**config.mk**
```make
export PLATFORM = sky130hd
export DESIGN_NAME = sm_reel_engine
export DESIGN_NICKNAME = d
export VERILOG_FILES = /design/src/rtl/sm_pkg.sv /design/src/rtl/sm_lfsr.sv /design/src/rtl/sm_reel_engine.sv
export SDC_FILE = /design/constraint.sdc
export NUM_CORES = 1
export LEC_CHECK = 0
export BUFFER_PORTS_ARGS = -buffer_cell sky130_fd_sc_hd__buf_4
export CAP_MARGIN = 20
export CORE_MARGIN = 2
export CORE_UTILIZATION = 40
export CTS_CLUSTER_DIAMETER = 80
export DETAILED_ROUTE_END_ITERATION = 7
export PLACE_DENSITY = 0.6
export SLEW_MARGIN = 20
export SYNTH_ARGS = -nofsm -noshare
export SYNTH_HDL_FRONTEND = slang
export SYNTH_SLANG_ARGS = --single-unit
```
**constraint.sdc**
```tcl
create_clock -name clk -period 2.1 [get_ports clk]
set_input_delay 0.105 -clock clk [delete_from_list [all_inputs] [get_ports clk]]
set_output_delay 0.105 -clock clk [all_outputs]
set_load 0.02 [all_outputs]
```
**src/rtl/sm_pkg.sv**
```systemverilog
// Shared definitions for the slot-machine reel engine: FSM states and LFSR constants.
package sm_pkg;

    localparam int unsigned LFSR_W = 16;
    // Galois taps for x^16 + x^14 + x^13 + x^11 + 1 (right-shifting form)
    localparam logic [LFSR_W-1:0] LFSR_TAPS = 16'hB400;

    typedef enum logic [1:0] {
        StIdle,
        StSpin,
        StStopping,
        StResult
    } sm_state_e;

endpackage

```
**src/rtl/sm_lfsr.sv**
```systemverilog
// 16-bit Galois LFSR with step enable and asynchronous reset to a non-zero seed.
module sm_lfsr
    import sm_pkg::*;
#(
    parameter logic [LFSR_W-1:0] SEED = 16'hACE1
) (
    input  logic              clk_i,
    input  logic              rst_ni,
    input  logic              en_i,
    output logic [LFSR_W-1:0] state_o
);

    logic [LFSR_W-1:0] lfsr_q, lfsr_d;

    always_comb begin
        lfsr_d = lfsr_q;
        if (en_i) begin
            lfsr_d = (lfsr_q >> 1) ^ (lfsr_q[0] ? LFSR_TAPS : '0);
        end
    end

    always_ff @(posedge clk_i or negedge rst_ni) begin
        if (!rst_ni) begin
            lfsr_q <= SEED;
        end else begin
            lfsr_q <= lfsr_d;
        end
    end

    assign state_o = lfsr_q;

endmodule

```
**src/rtl/sm_reel_engine.sv**
```systemverilog
// N-reel slot-machine engine: lever-started spin, optional early stop, staggered reel stops,
// registered win detection at the end of every spin.
module sm_reel_engine
    import sm_pkg::*;
#(
    parameter int unsigned       NUM_REELS   = 3,
    parameter int unsigned       NUM_SYMS    = 8,
    parameter int unsigned       SYM_W       = 3,
    parameter int unsigned       STEP_DIV    = 4,
    parameter int unsigned       SPIN_CYCLES = 100,
    parameter int unsigned       STOP_GAP    = 20,
    parameter int unsigned       EXTRA_W     = 0,
    parameter logic [LFSR_W-1:0] LFSR_SEED   = 16'hACE1
) (
    input  logic                       clk,
    input  logic                       rst_n,
    input  logic                       lever,
    input  logic                       stop_req,
    output logic [NUM_REELS*SYM_W-1:0] reel_sym,
    output logic [NUM_REELS-1:0]       spinning,
    output logic                       busy,
    output logic                       done,
    output logic                       win
);

    localparam int unsigned MaxSpin = SPIN_CYCLES + (1 << EXTRA_W);
    localparam int unsigned MaxStop = NUM_REELS * STOP_GAP;
    localparam int unsigned MaxCnt  = (MaxSpin > MaxStop) ? MaxSpin : MaxStop;
    localparam int unsigned CntW    = $clog2(MaxCnt + 1);
    localparam int unsigned StW     = (STEP_DIV > 1) ? $clog2(STEP_DIV) : 1;

    sm_state_e            state_q, state_d;
    logic [CntW-1:0]      phase_q, phase_d;
    logic [CntW-1:0]      len_q, len_d;
    logic [StW-1:0]       step_q, step_d;
    logic [NUM_REELS-1:0] spin_q, spin_d;
    logic [SYM_W-1:0]     reel_q [NUM_REELS];
    logic [SYM_W-1:0]     reel_d [NUM_REELS];
    logic                 lever_q;
    logic                 busy_q, busy_d;
    logic                 done_q, done_d;
    logic                 win_q, win_d;
    logic                 adv;
    logic                 all_eq;

    logic [LFSR_W-1:0] lfsr_state;
    logic [CntW-1:0]   extra;
    logic              unused_lfsr;

    sm_lfsr #(
        .SEED(LFSR_SEED)
    ) u_lfsr (
        .clk_i  (clk),
        .rst_ni (rst_n),
        .en_i   (1'b1),
        .state_o(lfsr_state)
    );

    assign unused_lfsr = ^lfsr_state;

    generate
        if (EXTRA_W > 0) begin : g_extra
            assign extra = CntW'(lfsr_state[EXTRA_W-1:0]);
        end else begin : g_no_extra
            assign extra = '0;
        end
    endgenerate

    always_comb begin
        state_d = state_q;
        phase_d = phase_q;
        len_d   = len_q;
        step_d  = step_q;
        spin_d  = spin_q;
        win_d   = win_q;
        adv     = 1'b0;
        all_eq  = 1'b1;
        for (int k = 0; k < NUM_REELS; k++) begin
            reel_d[k] = reel_q[k];
        end

        // Step counter is shared by SPIN and STOPPING so the advance cadence never restarts.
        if (state_q == StSpin || state_q == StStopping) begin
            adv    = (step_q == StW'(STEP_DIV - 1));
            step_d = adv ? '0 : step_q + StW'(1);
        end

        unique case (state_q)
            StIdle: begin
                if (lever && !lever_q) begin
                    state_d = StSpin;
                    spin_d  = '1;
                    win_d   = 1'b0;
                    phase_d = '0;
                    step_d  = '0;
                    len_d   = CntW'(SPIN_CYCLES) + extra;
                end
            end
            StSpin: begin
                if (stop_req || phase_q == len_q - CntW'(1)) begin
                    state_d = StStopping;
                    phase_d = '0;
                end else begin
                    phase_d = phase_q + CntW'(1);
                end
            end
            StStopping: begin
                for (int k = 0; k < NUM_REELS; k++) begin
                    if (phase_q == CntW'((k + 1) * STOP_GAP - 1)) begin
                        spin_d[k] = 1'b0;
                    end
                end
                if (phase_q == CntW'(NUM_REELS * STOP_GAP - 1)) begin
                    state_d = StResult;
                end else begin
                    phase_d = phase_q + CntW'(1);
                end
            end
            StResult: begin
                state_d = StIdle;
            end
            default: state_d = StIdle;
        endcase

        // A reel still advances on the very cycle its spinning bit drops.
        for (int k = 0; k < NUM_REELS; k++) begin
            if (adv && spin_q[k]) begin
                reel_d[k] = (reel_q[k] == SYM_W'(NUM_SYMS - 1)) ? '0 : reel_q[k] + SYM_W'(1);
            end
        end

        for (int k = 1; k < NUM_REELS; k++) begin
            if (reel_d[k] != reel_d[0]) begin
                all_eq = 1'b0;
            end
        end
        if (state_d == StResult) begin
            win_d = all_eq;
        end

        busy_d = (state_d != StIdle);
        done_d = (state_d == StResult);
    end

    always_ff @(posedge clk or negedge rst_n) begin
        if (!rst_n) begin
            state_q <= StIdle;
            phase_q <= '0;
            len_q   <= '0;
            step_q  <= '0;
            spin_q  <= '0;
            lever_q <= 1'b0;
            busy_q  <= 1'b0;
            done_q  <= 1'b0;
            win_q   <= 1'b0;
            for (int k = 0; k < NUM_REELS; k++) begin
                reel_q[k] <= SYM_W'(k % NUM_SYMS);
            end
        end else begin
            state_q <= state_d;
            phase_q <= phase_d;
            len_q   <= len_d;
            step_q  <= step_d;
            spin_q  <= spin_d;
            lever_q <= lever;
            busy_q  <= busy_d;
            done_q  <= done_d;
            win_q   <= win_d;
            for (int k = 0; k < NUM_REELS; k++) begin
                reel_q[k] <= reel_d[k];
            end
        end
    end

    always_comb begin
        reel_sym = '0;
        for (int k = 0; k < NUM_REELS; k++) begin
            reel_sym[k*SYM_W +: SYM_W] = reel_q[k];
        end
    end

    assign spinning = spin_q;
    assign busy     = busy_q;
    assign done     = done_q;
    assign win      = win_q;

endmodule

```
==> flow_summary.toml, run 1 <==
[timing]
report.final.slew_viol_count = 0
finalWorstSetupSlack_ns = 0.125
worstMarginPinSlew_ns = 0.403
hold_slack_ns = 0.212
rsz0062_at_grt = "no"
skew_ns = 0.00537
max_freq_ghz = 0.506
post-route-period-util_pct = 94.0
hold_viol = 0
relSlewSlack_pct = 73.0
finalSetupViolCount = 0
period_needed_ns = 1.97
setup-tns-final_ns = 0

[cts]
cts_tree = "yes"
cts_num_sinks = 28
clock_latency_ns = 0.28
post_cts.repair.setup_buffers = 0
htree_levels = 1
numCtsBuffers = 3
clk_path_buf_depth = 2
cts_root_buffer = "clkbuf_8"
path_clk_slew_ns = 0.10

[pwr]
p_sw_share_pct = 39.0
leakagePower_uw = 0.00100
vdd_drop_max_uv = 574
combinationalPowerShare_pct = 51.9
sequentialPowerShare_pct = 31.2
internal_power_uw = 1580
clkPwrFrac_pct = 16.8
power_uw = 2590
switchingPower_uw = 1010
cellPowerDensity_mw_per_mm2 = 1300

[detailed_routing]
wl_met2_mm = 1.70
routed_wl_mm = 3.30
wl_met1_mm = 1.46
post_drt_wl_per_cell_um = 13.8
drt_iter0_markers = 87
route.met3.wl_um = 78
detail-route-antenna-nets = 0
drcViolationCount = 0
first_pass_iters = 4
avgViaCountPerCell = 5.08
top_layer_used = "met4"
vias = 1213

[status]
status = "complete, no violations"

[logic_synthesis]
synth_enable_flop_cells = 0
netlist_instances = 158
yosys.area.top_type_share_pct = 39.3
avgSynthCellArea_um2 = 10.5
syn_nets = 176
ys_ff_latch = 28
synth-seq-area-share_pct = 42.4
yosysWarnings = 0
ys_async_sr_fraction_pct = 100
synth.cell_area_mm2 = 0.00166
synth_cell_types = 46
synth_flop_cell = "dfrtp_1"
synth.area.top_cells = "dfrtp_1 (39%), ha_1 (11%), mux2i_1 (6.0%), dfstp_2 (3.2%), nor2_1 (3.2%)"
synth_top_cell_by_area = "dfrtp_1"

[global_routing]
grt_overflow = 0
grt_first_pass_wirelength_mm = 5.58
grt_max_degree = 29
grt_pass1_vias = 1230
antenna_found_initial = 0
track_usage_pct = 16.5

[job]
cap_violations = 0

[setup_path]
cp.arrival_ns = 2.19
worstSetupEndpointType = "register"
cp.required_ns = 2.31
critPathKind = "reg -> reg"
critPathMaxFanout = 5
cp-start-kind = "register"

[place]
pre_cts_ws_ns = 0.0812
port_buffers = 18
hpwl_mm = 2.55
place_congestion = 0.768

[finish]
syn_to_final_growth_pct = 20.6
n_antenna_cell = 0
fin_util_pct = 50.0
fin_nets = 208
n_fill_cell = 370
drive_gt1_share_pct = 29.1

[floorplanning]
initial_utilization_pct = 41.4
core_area_mm2 = 0.00400
die-area_mm2 = 0.00467
die_w_um = 68.4
io-pin-count = 19
fp.dieH_um = 68.4
num_rows = 23

[min_path]
hp-class = "in -> reg"
==> stage by stage <==
step,std cells,area (um^2)
6_report,239,2000
5_1_grt,239,2000
4_1_cts,239,1980
3_5_place_dp,233,1890
3_3_place_gp,233,1890
2_1_floorplan,158,1660
==> what timing repair did <==
item,in CTS,in global routing
hold endpoints to repair,27,0
resized for setup,0,2
hold buffers,2,0
setup endpoints to repair,0,1
==> power by group through the flow <==
stage / Combinational (uW) / Sequential (uW) / Clock (uW)
2_1_floorplan: 714 / 927 / 0
3_3_place_gp: 1270 / 813 / 0
3_5_place_dp: 1320 / 820 / 0
4_1_cts: 1320 / 812 / 448
5_1_grt: 1500 / 832 / 473
6_report: 1350 / 809 / 436
==> cells by family (layout without fill, tap and decap cells) <==
logic type               after synthesis  in the layout  synth area share (%)
flip-flops                            28             28                  42.4
buffers and inverters                 17             48                  6.42
AND/OR/NAND/NOR                       61             61                  21.1
multiplexers                          13             13                  8.08
adder cells (fa/ha/maj)               14             14                  10.6
AO/OA/AOI/OAI                         25             25                  11.3
==> routing by layer <==
layer / global-route usage, % / vias to the layer above
met4: 7.00 / 0
li1: - / 613
met5: 0 / -
met2: 30.2 / 13
met1: 19.0 / 582
met3: 2.14 / 5
==> layout make-up <==
class	count	area, um^2	share of cell area [%]
clock buffer	3	41.3	2.07
clock inverter	1	30.0	1.50
inverter	11	41.3	2.07
multi-input combinational	113	867	43.4
sequential	28	703	35.2
tap	50	62.6	3.13
timing repair buffer	33	253	12.6
==> layout by cell type (no fill, tap or decap), types with 2 or more instances in the layout <==
cell / n
buf_4: 31
dfrtp_1: 26
nor2_1: 14
ha_1: 12
inv_1: 11
mux2i_1: 10
nand2_1: 10
nand3_1: 9
o21ai_0: 7
a21oi_1: 6
nor3_1: 5
mux2_2: 3
clkbuf_8: 3
nand2b_1: 2
o41ai_1: 2
and2_1: 2
or2_2: 2
nand3b_1: 2
a22o_1: 2
dlygate4sd3_1: 2
dfstp_2: 2
==> path summary, 6_finish.rpt <==
kind / from / to / slack (ns) / depth (start not counted)
min: stop_req / state_q[1] / 0.21 / 4
max in group asynchronous: rst_n / reel_sym[7] / 1.51 / 2
max reg2reg: state_q[1] / win / 0.13 / 8
min reg2reg: len_q[2] / len_q[2] / 0.50 / 1
min in group asynchronous: rst_n / spinning[2] / 0.27 / 2
max: state_q[1] / win / 0.13 / 8
==> worst max-delay path: stages (launching register included) <==
cell      delay, ns
dfrtp_1        0.39
inv_1          0.13
ha_4           0.23
nand3_2        0.12
mux2_2         0.37
or2_2          0.29
mux2i_1        0.13
o211ai_1       0.10
mux2i_1        0.14
==> synth_stat cells (all sizes together) (2+ instances only) <==
cell,n
a21oi,7
a22o,2
and2,2
and2b,2
and3,2
buf,3
clkbuf,2
dfrtp,26
dfstp,2
ha,14
inv,11
mux2,3
mux2i,10
nand2,10
nand2b,2
nand3,10
nand3b,2
nor2,15
nor3,6
o21ai,7
o41ai,2
or2,2
or4b,2
==> registers in the layout, summed over array words and instances, names as in the netlist <==
name / flops
reel_sym: 9
state_q: 2
phase_q: 7
step_q: 2
lever_q: 1
win: 1
busy: 1
done: 1
len_q: 1
spinning: 3
(Power assumes the default switching activity.)
==> inputs of run 2 (changes only) <==
PLACE_DENSITY = 0.62   (was 0.6)
SLEW_MARGIN = not set   (was 20)
==> run 2 against run 1 <==
Maximum frequency increased by 0.31%. Die area unchanged. Hold slack got worse by 0.052 ns. Combinational power decreased by 3%. First-iteration DRC count increased by 38%. Register-to-register slack about the same. Setup slack improved by 0.0061 ns. Highest routed layer unchanged. Global-route usage increased by 0.19 points. Clock power decreased by 24%. Count of clock-buffer cells in the layout increased by 1.
==> flow_summary.toml, run 2 (synthesized netlist as in run 1, its figures left out) <==
[status]
status = "complete, no violations"

[cts]
cts_root_buffer = "clkbuf_8"
path_clk_slew_ns = 0.09
clk_path_buf_depth = 2
clock_latency_ns = 0.27
htree_levels = 1
numCtsBuffers = 3
cts_tree = "yes"
cts_num_sinks = 28

[timing]
report.final.slew_viol_count = 0
finalSetupViolCount = 0
hold_viol = 0
post-route-period-util_pct = 93.7
period_needed_ns = 1.97
rsz0062_at_grt = "no"
worstMarginPinSlew_ns = 0.665
skew_ns = 0.00286
relSlewSlack_pct = 55.1
max_freq_ghz = 0.508
finalWorstSetupSlack_ns = 0.131
setup-tns-final_ns = 0

[setup_path]
critPathKind = "reg -> reg"
worstSetupEndpointType = "register"
path_cells = "inv_2 > ha_4 > nand3_2 > mux2_2 > or2_2 > mux2i_1 > o211ai_1 > mux2i_1"
cp.arrival_ns = 2.17
cpLargestDelayFamily = "multiplexers"
cpMaxStageDelayCell = "dfrtp_1"
r2r_cells = 8
crit_buf_inv = 1
crit_start = "state_q[0]"
r2r-start = "state_q[0]"
critPathMaxFanout = 4
reg2reg_to = "win"
cp.required_ns = 2.30
r2r_slack_ns = 0.13
critical_path.max_stage_delay_ns = 0.40
path_common_cell = "mux2i_1"
cp-start-kind = "register"

[detailed_routing]
first_pass_iters = 4
drt_iter0_markers = 120
post_drt_wl_per_cell_um = 14.0
detail-route-antenna-nets = 0
drcViolationCount = 0
avgViaCountPerCell = 5.30
routed_wl_mm = 3.29
vias = 1250

[place]
dp_cells = 229
hpwl_mm = 2.52
place_congestion = 0.797
pre_cts_ws_ns = 0.0795
place_area_mm2 = 0.00186
port_buffers = 18

[pwr]
cellPowerDensity_mw_per_mm2 = 1260
vdd_drop_max_uv = 583
leakagePower_uw = 0.000982
power_uw = 2460

[global_routing]
track_usage_pct = 16.7
grt_first_pass_wirelength_mm = 5.84
grt_max_degree = 29
grt_pass1_vias = 1293
antenna_found_initial = 0
grt_overflow = 0

[finish]
n_antenna_cell = 0
fin_nets = 205
final_cells = 236
syn_to_final_growth_pct = 18.1
final_common_cell = "buf_4"
final_area_mm2 = 0.00196
drive_gt1_share_pct = 28.5
layout_common_cells = "buf_4 (28), dfrtp_1 (26), nor2_1 (14), ha_1 (13)"
largest_register_ffs = 9

[floorplanning]
die_w_um = 68.4
initial_utilization_pct = 41.4
io-pin-count = 19
core_area_mm2 = 0.00400
die-area_mm2 = 0.00467
fp.dieH_um = 68.4
num_rows = 23

[min_path]
worstHoldStart = "stop_req"
whs_endpoint = "state_q[1]"
whs_path_depth = 3
hp-class = "in -> reg"

[job]
cap_violations = 0
-- run 2: how the worst max path moves through the flow --
stage / slack (ns) / to / cells past startpoint
CTS: 0.07 / win / 8
global route: 0.009 / win / 8
detailed placement: 0.08 / win / 8
floorplan: 0.0002 / win / 9
finish: 0.13 / win / 8
global placement: 0.17 / win / 8
-- run 2: worst min-delay path, stage by stage --
cell and delay (ns):
buf_4 0.10, o41ai_1 0.13, inv_1 0.07
-- run 2: per-layer routing --
layer / up-vias / routed length (um) / track usage (%)
met5: - / 0 / 0
met4: 0 / 26 / 4.50
met3: 4 / 110 / 3.29
met2: 19 / 1670 / 28.0
met1: 620 / 1490 / 21.8
li1: 607 / - / -
-- run 2: cell type report --
| class | instances | area (um^2) |
|---|---|---|
| clock buffer | 4 | 55.1 |
| inverter | 11 | 41.3 |
| fill | 360 | 2040 |
| multi-input combinational | 113 | 865 |
| sequential | 28 | 703 |
| tap | 50 | 62.6 |
| timing repair buffer | 30 | 230 |
-- run 2: power breakdown --
part | internal, uW | switching, uW | leakage [uW]
Combinational | 593 | 718 | 0.000606
Sequential | 697 | 117 | 0.000347
Clock | 168 | 165 | 0.0000288
-- run 2: per-stage QoR --
step           utilization (%)  hold slack [ns]
3_5_place_dp              46.5           0.0547
5_1_grt                   48.9            0.160
4_1_cts                   48.4            0.154
3_3_place_gp              46.5           0.0441
6_report                  48.9            0.160
2_1_floorplan                -           -0.191
-- run 2: repair_timing --
| action | in CTS | in global routing |
|---|---|---|
| gates resized for setup | 0 | 3 |
| buffers inserted | 0 | 1 |
| setup endpoints to repair | 0 | 2 |
| hold endpoints to repair | 27 | 0 |
| hold buffers | 2 | 0 |
